$ cat src/rtl/shift_add_multiplier.sv
// Unsigned shift-and-add multiplier driven by an external step/flag sequencer.
// One iteration per Step; product published with a one-cycle Ready pulse.
module shift_add_multiplier #(
    parameter int WORD_LENGTH    = 16,
    parameter int NBITS_FOR_ITER = $clog2(WORD_LENGTH + 1)
) (
    input  logic                       clk,
    input  logic                       reset,
    input  logic                       Step,
    input  logic                       First,
    input  logic                       Last,
    input  logic [WORD_LENGTH-1:0]     Multiplicand,
    input  logic [WORD_LENGTH-1:0]     Multiplier,
    output logic [2*WORD_LENGTH-1:0]   Product,
    output logic                       Ready,
    output logic                       Busy,
    output logic                       Error
);

    typedef enum logic [1:0] {
        S_IDLE  = 2'd0,
        S_ACCUM = 2'd1,
        S_PAD   = 2'd2
    } state_t;

    state_t                      r_state;
    logic [WORD_LENGTH:0]        r_acc;
    logic [WORD_LENGTH-1:0]      r_mul;
    logic [WORD_LENGTH-1:0]      r_mcand;
    logic [NBITS_FOR_ITER-1:0]   r_iter;
    logic [2*WORD_LENGTH-1:0]    r_product;
    logic                        r_ready;
    logic                        r_error;

    logic [WORD_LENGTH-1:0]      w_addend;
    logic [WORD_LENGTH:0]        w_sum;
    logic [2*WORD_LENGTH:0]      w_shift;
    logic [NBITS_FOR_ITER-1:0]   w_iter_next;
    logic                        w_iter_done;

    // One shift-add iteration: conditional add, then shift {acc,mul} right.
    always_comb begin
        w_addend    = r_mul[0] ? r_mcand : '0;
        w_sum       = r_acc + {1'b0, w_addend};
        w_shift     = {w_sum, r_mul} >> 1;
        w_iter_next = r_iter + NBITS_FOR_ITER'(1);
        w_iter_done = (w_iter_next == NBITS_FOR_ITER'(WORD_LENGTH));
    end

    // Sequencer-qualified FSM and datapath; First always wins and reloads.
    always_ff @(posedge clk) begin
        if (!reset) begin
            r_state   <= S_IDLE;
            r_acc     <= '0;
            r_mul     <= '0;
            r_mcand   <= '0;
            r_iter    <= '0;
            r_product <= '0;
            r_ready   <= 1'b0;
            r_error   <= 1'b0;
        end else begin
            r_ready <= 1'b0;
            if (Step) begin
                if (First) begin
                    r_mcand <= Multiplicand;
                    r_mul   <= Multiplier;
                    r_acc   <= '0;
                    r_iter  <= '0;
                    r_error <= 1'b0;
                    r_state <= S_ACCUM;
                end else begin
                    case (r_state)
                        S_ACCUM: begin
                            if (Last) begin
                                r_error <= 1'b1;
                                r_state <= S_IDLE;
                            end else begin
                                {r_acc, r_mul} <= w_shift;
                                r_iter         <= w_iter_next;
                                if (w_iter_done) begin
                                    r_state <= S_PAD;
                                end
                            end
                        end
                        S_PAD: begin
                            if (Last) begin
                                r_product <= {r_acc[WORD_LENGTH-1:0], r_mul};
                                r_ready   <= 1'b1;
                                r_state   <= S_IDLE;
                            end
                        end
                        default: begin
                        end
                    endcase
                end
            end
        end
    end

    assign Product = r_product;
    assign Ready   = r_ready;
    assign Busy    = (r_state != S_IDLE);
    assign Error   = r_error;

endmodule

$ cat config.mk
export PLATFORM = sky130hd
export DESIGN_NAME = shift_add_multiplier
export DESIGN_NICKNAME = d
export VERILOG_FILES = /design/src/rtl/shift_add_multiplier.sv
export SDC_FILE = /design/constraint.sdc
export NUM_CORES = 1
export LEC_CHECK = 0
export BUFFER_PORTS_ARGS = -buffer_cell sky130_fd_sc_hd__buf_2
export CAP_MARGIN = 10
export CORE_UTILIZATION = 35
export CTS_CLUSTER_DIAMETER = 120
export DETAILED_ROUTE_END_ITERATION = 10
export SETUP_SLACK_MARGIN = 0.4
export SLEW_MARGIN = 25
export SYNTH_ARGS = -nofsm -noshare
export SYNTH_HDL_FRONTEND = slang
export SYNTH_SLANG_ARGS = --single-unit
$ cat constraint.sdc
create_clock -name clk -period 2.7 [get_ports clk]
set_input_delay 0.27 -clock clk [delete_from_list [all_inputs] [get_ports clk]]
set_output_delay 0.27 -clock clk [all_outputs]
set_load 0.02 [all_outputs]
==> results.sh, run 1 <==
export IMPL_status="complete, no violations"
export IMPL_wl_um=10800
export IMPL_ys_types=51
export IMPL_die_x_um=114
export IMPL_crit_chain="and2_4, ha_4, inv_2, fa_2, and2b_2, o2111ai_4, a2111oi_4, nor3_2, and3_1, o31ai_2"
export IMPL_port_buffers=71
export IMPL_clock_sinks=89
export IMPL_clkPwrFrac_pct=47.4
export IMPL_leakage_uw=0.00236
export IMPL_dr_first_iter_drc_count=180
export IMPL_async_reset_ff_share_pct=0
export IMPL_die_area_mm2=0.0131
export IMPL_crit_family="compound AO/OA/AOI/OAI gates"
export IMPL_ys_seq_area_share_pct=40.3
export IMPL_clk_path_buf_depth=2
export IMPL_layout_nets=650
export IMPL_grt_pass1_vias=3653
export IMPL_ir_drop_mv=0.306
export IMPL_postSynthAreaPerCell_um2=8.39
export IMPL_synth_area_top_cells="dfxtp_1, nand2_1, a21boi_0, ha_1, mux2i_1"
export IMPL_io_pin_count=72
export IMPL_yosysWarnings=0
export IMPL_period_needed_ns=2.23
export IMPL_synth_enable_flop_cells=0
export IMPL_met1_usage_pct=21.6
export IMPL_cts_root_buf="clkbuf_16"
export IMPL_tns_ns=0
export IMPL_clock_fmax_mhz=449
export IMPL_synth_top_area_share_pct=40.3
export IMPL_clk_pin_slew_ns=0.07
export IMPL_gp_congestion=0.912
export IMPL_use_met3_pct=3.65
export IMPL_worst_slew_pin_slew_ns=0.721
export IMPL_crit_buf_inv=1
export IMPL_cp_arrival_ns=2.49
export IMPL_via_per_inst=4.97
export IMPL_required_ns=2.96
export IMPL_power_switching_uw=678
export IMPL_ys_ff_latch=89
export IMPL_critPathKind="reg2reg"
export IMPL_area_delta_synth_final_pct=24.4
export IMPL_startpoint_type="flip-flop"
export IMPL_switching_share_pct=22.9
export IMPL_grt_max_degree=45
export IMPL_fin_util_pct=45.2
export IMPL_netlist_instances=527
export IMPL_globalRouteMet2Util_pct=29.7
export IMPL_slew_headroom_pct=51.4
export IMPL_numCtsBuffers=9
export IMPL_yosysTopAreaCell="dfxtp_1"
export IMPL_cpPeakStageDelay_ns=0.36
export IMPL_path_max_fanout=4
export IMPL_rsz0062_at_grt="yes"
export IMPL_synth_net_count=582
export IMPL_fp_dieH_um=114
export IMPL_slew_violations=0
export IMPL_first_pass_iters=4
export IMPL_ys_flop_type="dfxtp_1"
export IMPL_combinationalPowerShare_pct=6.4
export IMPL_drive_gt1_share_pct=22.3
export IMPL_tritoncts="yes"
export IMPL_coreArea_mm2=0.0122
export IMPL_crit_slowest_cell="dfxtp_4"
export IMPL_finalSetupViolCount=0
export IMPL_netlist_area_mm2=0.00442
export IMPL_hold_buffers=0
export IMPL_hold_viol=0
export IMPL_p_int_uw=2280
export IMPL_end_kind="flip-flop"
export IMPL_dp_hpwl_um=7620
export IMPL_num_rows=40
export IMPL_hold_class="in2reg"
export IMPL_ctsHtreeMaxLevel=3
export IMPL_initial_core_util_pct=36.4
export IMPL_power_density_mw_per_mm2=537
export IMPL_overflow=0
export IMPL_synthTopCellsByCount="nand2_1, dfxtp_1, a21boi_0, a21oi_1, clkbuf_1"
export IMPL_grt_antenna_before_repair=0
export IMPL_grt_usage_pct=17.5
export IMPL_nFillCells=1236
export IMPL_vias=3818
export IMPL_fin_skew_ns=0.00372
export IMPL_clk_latency_ns=0.34
export IMPL_grt_busiest_layer="met2"
export IMPL_num_antenna_cells=0
export IMPL_pwr_share_seq_pct=46.1
export IMPL_wl_per_cell_um=14.1
export IMPL_yosysMostFrequentCell="nand2_1"
export IMPL_cap_violations=0
export IMPL_grt_pass1_wl_um=17900
export IMPL_drc=0
export IMPL_ant_nets=0
export IMPL_period_share_pct=82.4
==> layout make-up <==
cell class	instances	area, µm²	share of cell area, %
multi-input combinational	401	2660	48.3
clock buffer	10	239	4.34
inverter	6	22.5	0.409
sequential	89	1790	32.5
tap	168	210	3.82
timing repair buffer	88	487	8.85
clock inverter	6	101	1.84
==> cells by family after synthesis <==
group                    share of synthesized area (%)
buffers and inverters                             3.28
multiplexers                                      3.85
adder cells (fa/ha/maj)                           5.26
AND/OR/NAND/NOR                                   21.4
XOR/XNOR                                          1.98
flip-flops                                        40.3
AO/OA/AOI/OAI                                     24.0
==> state kept, by name, summed over array words and instances (netlist names) <==
name and flops:
r_mcand 16, r_iter 5, Ready 1, Product 32, r_acc 16, r_mul 16, Error 1, r_state 2
==> path summary, 6_finish.rpt <==
kind,startpoint,end,slack [ns],depth (start not counted)
worst min register to register,Product[19],Product[19],0.45,2
worst max-delay path,r_mul[0],r_acc[13],0.47,10
worst min-delay path,Multiplicand[2],r_mcand[2],0.17,3
worst max register to register,r_mul[0],r_acc[13],0.47,10
==> per-layer routing <==
metal / vias to the layer above / share of wire (%) / wire (µm)
met4: 0 / 2.2 / 240
met3: 17 / 4.2 / 450
met1: 1746 / 46 / 4950
met2: 96 / 48 / 5170
met5: - / 0 / 0
li1: 1959 / - / -
==> power by group through the flow <==
stage               registers, µW  clock network (µW)  logic [µW]
CTS                          1360                1430         189
finish                       1360                1400         190
global route                 1370                1490         212
global placement             1390                   0         178
detailed placement           1390                   0         182
floorplan                    1390                   0         122
==> cells in the final DEF (no fill, tap or decap), types with 3 or more instances in the layout <==
| cell type | n |
|---|---|
| a21boi_0 | 42 |
| a21boi_1 | 7 |
| a21o_1 | 5 |
| a21oi_1 | 24 |
| a21oi_2 | 3 |
| a22oi_1 | 5 |
| and2_1 | 21 |
| buf_2 | 71 |
| buf_4 | 16 |
| clkbuf_16 | 9 |
| dfxtp_1 | 88 |
| ha_1 | 9 |
| ha_4 | 6 |
| inv_1 | 5 |
| mux2i_1 | 17 |
| nand2_1 | 142 |
| nand3_1 | 3 |
| nand4b_1 | 3 |
| nor2_1 | 10 |
| nor2b_1 | 8 |
| nor3_1 | 4 |
| o211a_1 | 16 |
| o21a_1 | 6 |
| o21ai_0 | 19 |
| xnor2_1 | 5 |
| xor2_1 | 5 |
==> worst reg2reg max path, delay by kind of cell (launching register included) <==
family | cells | cell delay (ns)
adder cells (fa/ha/maj) | 2 | 0.45
AND/OR/NAND/NOR | 4 | 0.64
buffers and inverters | 1 | 0.03
flip-flops | 1 | 0.36
AO/OA/AOI/OAI | 3 | 0.66
==> stage by stage <==
| step | hold WS, ns | std cells | area [µm²] | total power [µW] | setup WS, ns |
|---|---|---|---|---|---|
| after floorplan | 0.415 | 527 | 4430 | 1510 | 0.422 |
| after global placement | 0.444 | 744 | 4940 | 1570 | 0.318 |
| after detailed placement | 0.444 | 744 | 4940 | 1580 | 0.252 |
| after CTS | 0.167 | 765 | 5350 | 2990 | 0.353 |
| after global routing | 0.174 | 768 | 5500 | 3070 | 0.370 |
| final | 0.169 | 768 | 5500 | 2960 | 0.475 |
==> timing repair <==
item,4_1_cts,5_1_grt
pin swaps,7,13
endpoints found under the setup margin,7,8
setup buffers,5,3
gates resized for setup,9,22
Note: power is estimated with default switching activity, not from simulation.
==> run 2, diff against run 1 <==
==> constraint.sdc (replaced) <==
create_clock -name clk -period 2.15 [get_ports clk]
set_input_delay 0.215 -clock clk [delete_from_list [all_inputs] [get_ports clk]]
set_output_delay 0.215 -clock clk [all_outputs]
set_load 0.02 [all_outputs]
==> run 2 against run 1 <==
- power grew 23%
- largest cell class unchanged
- clock-buffer cell count decreased by 1
- first-iteration DRC count increased by 64%
- flip-flop and latch count stayed put
- the run now ends with setup timing left
- critical endpoint unchanged
- critical path type unchanged
==> results.sh, run 2 (synthesis results as in run 1) <==
export IMPL_status="finished, violations left"
export IMPL_failed_checks="setup timing"
export IMPL_rsz0062_at_grt="yes"
export IMPL_io_pin_count=72
export IMPL_via_per_inst=4.95
export IMPL_wl_um=11300
export IMPL_crit_slowest_cell="dfxtp_4"
export IMPL_dp_hpwl_um=7830
export IMPL_power_uw=3650
export IMPL_fin_skew_ns=0.00594
export IMPL_wl_per_cell_um=14.4
export IMPL_largest_register_ffs=32
export IMPL_coreArea_mm2=0.0122
export IMPL_clk_latency_ns=0.34
export IMPL_die_area_mm2=0.0131
export IMPL_slew_violations=0
export IMPL_layout_nets=666
export IMPL_dr_first_iter_drc_count=295
export IMPL_power_density_mw_per_mm2=642
export IMPL_cpPeakStageDelay_ns=0.37
export IMPL_hold_class="in2reg"
export IMPL_clock_fmax_mhz=448
export IMPL_cts_root_buf="clkbuf_16"
export IMPL_tritoncts="yes"
export IMPL_port_buffers=71
export IMPL_leakage_uw=0.00246
export IMPL_numCtsBuffers=9
export IMPL_startpoint_type="flip-flop"
export IMPL_overflow=0
export IMPL_clk_pin_slew_ns=0.07
export IMPL_gp_congestion=0.859
export IMPL_seq_area_mm2=0.00179
export IMPL_crit_buf_inv=1
export IMPL_period_share_pct=104
export IMPL_crit_chain="and2_4, ha_4, inv_2, fa_2, and2b_2, o2111ai_4, a2111oi_4, nor3_2, and3_1, o31ai_2"
export IMPL_clock_sinks=89
export IMPL_period_needed_ns=2.23
export IMPL_critPathKind="reg2reg"
export IMPL_finalSetupViolCount=3
export IMPL_crit_family="compound AO/OA/AOI/OAI gates"
export IMPL_first_pass_iters=4
export IMPL_end_kind="flip-flop"
export IMPL_hold_viol=0
export IMPL_num_antenna_cells=0
export IMPL_required_ns=2.41
export IMPL_tns_ns=-0.164
export IMPL_vias=3879
export IMPL_place_inst=762
export IMPL_cap_violations=0
export IMPL_rrSetupSlack_ns=-0.08
export IMPL_final_cell_count_no_fill=784
export IMPL_final_common_cell="nand2_1"
export IMPL_grt_pass1_wl_um=18500
export IMPL_drive_gt1_share_pct=25.8
export IMPL_grt_max_degree=51
export IMPL_area_delta_synth_final_pct=28.4
export IMPL_worst_slew_pin_slew_ns=0.686
export IMPL_drc=0
export IMPL_initial_core_util_pct=36.4
export IMPL_grt_usage_pct=18.0
export IMPL_cp_arrival_ns=2.49
export IMPL_grt_pass1_vias=3764
export IMPL_fin_util_pct=46.7
export IMPL_nFillCells=1213
export IMPL_ir_drop_mv=0.429
export IMPL_multi_input_area_mm2=0.00270
export IMPL_ant_nets=0
export IMPL_die_x_um=114
export IMPL_num_rows=40
export IMPL_fp_dieH_um=114
export IMPL_clk_path_buf_depth=2
export IMPL_ctsHtreeMaxLevel=3
export IMPL_layout_common_cells="nand2_1, dfxtp_1, buf_2"
export IMPL_slew_headroom_pct=54.1
export IMPL_grt_antenna_before_repair=0
export IMPL_path_max_fanout=4
export IMPL_layout_setup_ws_ns=-0.0798
## run 2: area by class of cell
class	instances	area share [%]
clock inverters	7	1.63
multi-input cells	401	47.6
clock buffers	9	3.96
flip-flops and latches	89	31.4
inverters	6	0.396
well taps	168	3.70
repair buffers	104	11.3
## run 2: through the flow
step	area (µm²)	hold slack [ns]	worst slack (ns)
2_1_floorplan	4440	0.360	-0.0242
3_3_place_gp	5110	0.439	-0.0552
3_5_place_dp	5110	0.450	-0.137
4_1_cts	5560	0.115	-0.0854
5_1_grt	5680	0.123	-0.192
6_report	5680	0.121	-0.0798
## run 2: metal layers
metal / track usage, % / part of all wire [%] / up-vias
met5: 0 / 0 / -
met4: 3.90 / 0.98 / 0
met3: 4.61 / 4.6 / 9
met2: 29.7 / 47 / 77
met1: 23.7 / 47 / 1810
li1: - / - / 1983
## run 2: path summary, 6_finish.rpt
path | start | end | depth (start not counted)
setup / recovery | r_mul[0] | r_acc[13] | 10
hold / removal | Multiplicand[4] | r_mcand[4] | 3
setup reg to reg | r_mul[0] | r_acc[13] | 10
hold reg to reg | Product[0] | Product[0] | 2
## run 2: report_power, final
| part | internal (µW) | switching [µW] | leakage (µW) |
|---|---|---|---|
| Clock | 1020 | 670 | 0.000160 |
| Combinational | 112 | 132 | 0.00158 |
| Sequential | 1690 | 27.3 | 0.000723 |
| Total | 2820 | 829 | 0.00246 |
## run 2: timing repair
item	4_1_cts	5_1_grt
pin swaps	17	9
setup endpoints to repair	13	14
hold buffers	0	0
setup buffers	3	3
resized for setup	21	21
gates cloned	0	0
## run 2: worst min-delay path: stages
cell      delay (ns)
buf_2           0.10
nand2_1         0.04
a21boi_0        0.06
